<file path="src/rtl/tmr_multi.sv">
// Multi-channel programmable interval timer: shared prescaler, NCHAN one-shot/periodic down-counters.
// Optional channel chaining is compiled in with `define TMR_CASCADE_EN.
module tmr_multi #(
    parameter int NCHAN    = 4,
    parameter int CNT_W    = 32,
    parameter int PRESCALE = 50000,
    parameter int CH_W     = 2
) (
    input  logic             clk,
    input  logic             rst_n,
    input  logic             stb,
    input  logic             we,
    input  logic [CH_W+1:0]  addr,
    input  logic [31:0]      data_in,
    output logic [31:0]      data_out,
    output logic             ack,
    output logic             irq
);

    localparam int PRE_W = $clog2(PRESCALE);

    logic [PRE_W-1:0] pre_cnt;
    logic             tick;

    logic [NCHAN-1:0] en;
    logic [NCHAN-1:0] ien;
    logic [NCHAN-1:0] periodic;
    logic [NCHAN-1:0] expired;
    logic [CNT_W-1:0] load  [NCHAN];
    logic [CNT_W-1:0] count [NCHAN];
`ifdef TMR_CASCADE_EN
    logic [NCHAN-1:0] cascade;
`endif

    logic [1:0]       reg_sel;
    logic [CH_W-1:0]  ch_sel;
    logic             ch_valid;
    logic [NCHAN-1:0] wr_ctrl;
    logic [NCHAN-1:0] wr_load;
    logic [NCHAN-1:0] wr_count;
    logic [NCHAN-1:0] wr_status;
    logic [NCHAN-1:0] dec_evt;
    logic [NCHAN-1:0] expire;

    assign reg_sel  = addr[1:0];
    assign ch_sel   = addr[CH_W+1:2];
    assign ch_valid = (int'(ch_sel) < NCHAN);
    assign ack      = stb;
    assign irq      = |(expired & ien);

    // Tick is registered so it lands one cycle after the wrap cycle.
    always_ff @(posedge clk or negedge rst_n) begin
        if (!rst_n) begin
            pre_cnt <= '0;
            tick    <= 1'b0;
        end else if (pre_cnt == PRE_W'(PRESCALE - 1)) begin
            pre_cnt <= '0;
            tick    <= 1'b1;
        end else begin
            pre_cnt <= pre_cnt + PRE_W'(1);
            tick    <= 1'b0;
        end
    end

    always_comb begin
        logic hit;
`ifdef TMR_CASCADE_EN
        logic prev_exp;
        prev_exp = 1'b0;
`endif
        hit       = 1'b0;
        wr_ctrl   = '0;
        wr_load   = '0;
        wr_count  = '0;
        wr_status = '0;
        dec_evt   = '0;
        expire    = '0;
        for (int i = 0; i < NCHAN; i++) begin
            hit          = stb && we && ch_valid && (int'(ch_sel) == i);
            wr_ctrl[i]   = hit && (reg_sel == 2'd0);
            wr_load[i]   = hit && (reg_sel == 2'd1);
            wr_count[i]  = hit && (reg_sel == 2'd2);
            wr_status[i] = hit && (reg_sel == 2'd3);
            dec_evt[i]   = tick;
`ifdef TMR_CASCADE_EN
            // A chained channel counts the expiry pulses of the channel below it.
            if (i > 0 && cascade[i]) begin
                dec_evt[i] = prev_exp;
            end
`endif
            expire[i] = dec_evt[i] && en[i] && (count[i] <= CNT_W'(1));
`ifdef TMR_CASCADE_EN
            prev_exp = expire[i];
`endif
        end
    end

    // Bus writes are applied after the counting update so they take priority.
    always_ff @(posedge clk or negedge rst_n) begin
        if (!rst_n) begin
            en       <= '0;
            ien      <= '0;
            periodic <= '0;
            expired  <= '0;
`ifdef TMR_CASCADE_EN
            cascade  <= '0;
`endif
            for (int i = 0; i < NCHAN; i++) begin
                load[i]  <= '0;
                count[i] <= '0;
            end
        end else begin
            for (int i = 0; i < NCHAN; i++) begin
                if (expire[i]) begin
                    if (periodic[i]) begin
                        count[i] <= load[i];
                    end else begin
                        count[i] <= '0;
                        en[i]    <= 1'b0;
                    end
                end else if (dec_evt[i] && en[i]) begin
                    count[i] <= count[i] - CNT_W'(1);
                end

                if (wr_ctrl[i]) begin
                    en[i]       <= data_in[0];
                    ien[i]      <= data_in[1];
                    periodic[i] <= data_in[2];
`ifdef TMR_CASCADE_EN
                    if (i > 0) begin
                        cascade[i] <= data_in[3];
                    end
`endif
                    if (data_in[0] && !en[i]) begin
                        count[i] <= load[i];
                    end
                end

                if (wr_load[i]) begin
                    load[i] <= data_in[CNT_W-1:0];
                end

                if (wr_count[i]) begin
                    count[i] <= data_in[CNT_W-1:0];
                end

                if (expire[i]) begin
                    expired[i] <= 1'b1;
                end else if (wr_status[i] && data_in[0]) begin
                    expired[i] <= 1'b0;
                end
            end
        end
    end

    always_comb begin
        data_out = '0;
        if (ch_valid) begin
            case (reg_sel)
                2'd0: begin
                    data_out[0] = en[ch_sel];
                    data_out[1] = ien[ch_sel];
                    data_out[2] = periodic[ch_sel];
`ifdef TMR_CASCADE_EN
                    data_out[3] = cascade[ch_sel];
`endif
                end
                2'd1:    data_out[CNT_W-1:0] = load[ch_sel];
                2'd2:    data_out[CNT_W-1:0] = count[ch_sel];
                default: data_out[0] = expired[ch_sel];
            endcase
        end
    end

endmodule

</file>
<file path="config.mk">
export PLATFORM = sky130hd
export DESIGN_NAME = tmr_multi
export DESIGN_NICKNAME = d
export VERILOG_FILES = /design/src/rtl/tmr_multi.sv
export SDC_FILE = /design/constraint.sdc
export NUM_CORES = 1
export LEC_CHECK = 0
export CAP_MARGIN = 10
export CORE_MARGIN = 5
export CORE_UTILIZATION = 55
export DETAILED_ROUTE_END_ITERATION = 8
export MAX_ROUTING_LAYER = met4
export PLACE_DENSITY_LB_ADDON = 0.15
export SETUP_SLACK_MARGIN = 0.4
export SYNTH_ARGS = -nofsm -noshare
export SYNTH_HDL_FRONTEND = slang
export SYNTH_SLANG_ARGS = --single-unit
</file>
<file path="constraint.sdc">
create_clock -name clk -period 10.1 [get_ports clk]
set_input_delay 2.02 -clock clk [delete_from_list [all_inputs] [get_ports clk]]
set_output_delay 2.02 -clock clk [all_outputs]
set_load 0.01 [all_outputs]
</file>
==> reports/results.ini <==
[floorplanning]
initial_core_util = 0.555
rows = 64
core_area_um2 = 30500
io_pins = 74
fp.dieH_um = 185
die_area_um2 = 34400
die_w_um = 185

[cts]
clk_latency_ps = 530
cts_htree_levels = 2
holdBufCountCts = 0
root_buffer = clkbuf_16
post_cts_buffers = 0
cts_tree = yes
cts_resized = 0
cts_max_path_buffers = 3
path_clk_slew_ps = 50
cts_inserted_buffers = 34
clock-sinks = 289

[critical_path]
start_kind = primary input
slowest_stage = buf_4
path_class = in2out
setup.worst_path.end_class = output port
crit_path_max_fanout = 54
path_cells = buf_4 > buf_4 > mux4_2 > a22oi_1 > nor2b_1 > clkdlybuf4s50_1
r2r_slack_ps = 6000
cp_top_family = buffers and inverters
r2r-end = count[33]
critPathArrivalTime_ps = 4810
cpPeakStageDelay_ps = 710
required_ps = 8080
regToRegStartpoint = tick
worst-path-buf-inv = 3
timing.critical_path.mode_cell = buf_4
rr_worst_depth = 7

[final_layout]
final_nets = 1677
layout-drive-gt1-share = 0.202
final_area_um2 = 19300
diodes = 0
fin_util = 0.631
syn2layout_area_growth_pct = 13.8
fin_cells = 2043

[synthesis]
netlist_top_cells_count = dfrtp_1, mux2_2, nand2_1
synth-compound-area-share = 0.126
yosysSeqAreaShare = 0.427
synthMuxAreaShare = 0.181
synth_top_family_by_area = multiplexers
avgSynthCellArea_um2 = 10.7
synth_area_leaders = dfrtp_1, mux4_2, mux2_2
synthMostInstantiatedCell = dfrtp_1
synthesis.area_um2 = 16900
synth_xor_area_frac = 0.0621
yosys_most_used_dff = dfrtp_1
syn_inst = 1584
synthArstFlopShare = 1.00
ys_ff_latch = 289
synth_top_area_frac = 0.427
synth-edff-count = 0
yosys.area.top_type = dfrtp_1
yosys.area_share.adder = 0.0104
yosys_warnings = 0
synth_cell_type_count = 69
syn_nets = 1638
synth-simple-area-share = 0.162

[global_routing]
overflow = 0
grt_pass1_vias = 14408
track_usage = 0.344
grt_pass1_wl_um = 87700
antenna_found_initial = 0
grt_max_degree = 87

[worst_hold_path]
holdCritPathClass = reg2reg
whs_path_depth = 1
min-delay-start = pre_cnt[0]
min_to = pre_cnt[0]

[outcome]
status = complete, no violations

[sta]
drv_slew = 0
fmax_mhz = 146
post-route-min-period_ps = 6830
finalCritPeriodShare = 0.676
setup_viol = 0
worst_slack_ps = 3270
fin_tns_setup_ps = 0
fin_skew_ps = 14.5
tightest_slew_ps = 1200
hold_viol_final = 0
rsz0062_at_grt = no
slew_headroom = 0.190
hold_ws_ps = 469

[placed_design]
gp_congestion = 0.966
io_buffers = 73
pre_cts_slack_ps = 3250
placed_cell_area_um2 = 18100
post-dp-hpwl_um = 37500
dp.cells = 1983

[drt]
viasPerCell = 7.10
drt_iter0_markers = 1698
wl_per_cell_um = 27.9
drc = 0
wl_um = 57000
antenna_left = 0
firstDrtPassIters = 6
vias = 14496

[flow_run]
maxCapViolCount = 0

[power]
irDropWorstVdd_mv = 0.144
p_per_area_nw_per_um2 = 196
p_leak_nw = 7.87
p_total_mw = 3.78

-- power breakdown --
part / internal [mW] / total [mW] / switching [mW] / leakage [nW]
logic: 0.415 / 0.779 / 0.365 / 3.66
clock network: 0.811 / 1.32 / 0.507 / 0.593
registers: 1.38 / 1.68 / 0.303 / 3.63
total: 2.61 / 3.78 / 1.18 / 7.87
-- registers in the layout, indices dropped and copies added, names as in the netlist --
register / count
ien: 4
en: 4
count: 128
pre_cnt: 16
tick: 1
periodic: 4
load: 128
expired: 4
-- layout make-up --
cell class              count  area [um^2]
flip-flops and latches    289         7230
multi-input cells        1170         9250
inverters                  18         67.6
clock inverters            11          176
well taps                 396          495
repair buffers            110         1010
clock buffers              49         1030
fillers                  2492        11300
-- cells by family after synthesis --
family | Yosys count
multiplexers | 205
adder cells (fa/ha/maj) | 14
AND/OR/NAND/NOR | 533
XOR/XNOR | 120
AO/OA/AOI/OAI | 298
buffers and inverters | 125
flip-flops | 289
-- routing by layer --
metal  global-route usage  vias up  wire length [um]
li1                     -     6108                 -
met1                0.486     7326             23200
met2                0.512      907             25700
met3               0.0634      155              6130
met4                0.105        0              2030
met5                    -        -                 0
-- worst max-delay path by stage --
stage | startpoint | end | slack, ps | cells after the start
5_1_grt | addr[2] | data_out[15] | 3050 | 6
2_1_floorplan | addr[2] | data_out[0] | 3910 | 6
3_5_place_dp | addr[2] | data_out[20] | 3250 | 6
4_1_cts | addr[2] | data_out[22] | 3200 | 6
3_3_place_gp | addr[2] | data_out[15] | 3300 | 6
6_report | addr[2] | data_out[22] | 3270 | 6
-- worst register-to-register path: stages, from the launching register on --
cell and delay, ps:
dfrtp_1 650, nand2_1 250, nor4_1 1040, nand2_1 420, o21bai_2 830, buf_4 420, a311oi_1 90, a221o_1 290
-- placed cells by master, fill, tap and decap left out, types with 26 or more instances in the layout --
cell             instances
mux4_2                  68
o22ai_1                 26
xor2_1                  60
xnor2_1                 60
nor4_1                  43
mux2_2                 134
clkbuf_16               34
dfrtp_1                289
clkdlybuf4s50_1         70
nand2_1                124
nor3_1                  43
nor2b_1                 33
a221o_1                 38
a22oi_1                 73
buf_4                   39
nor2_1                  98
o21ai_0                 37
a21oi_1                 31
nand3_1                 66
No activity file was read; power rests on OpenSTA's default activity.
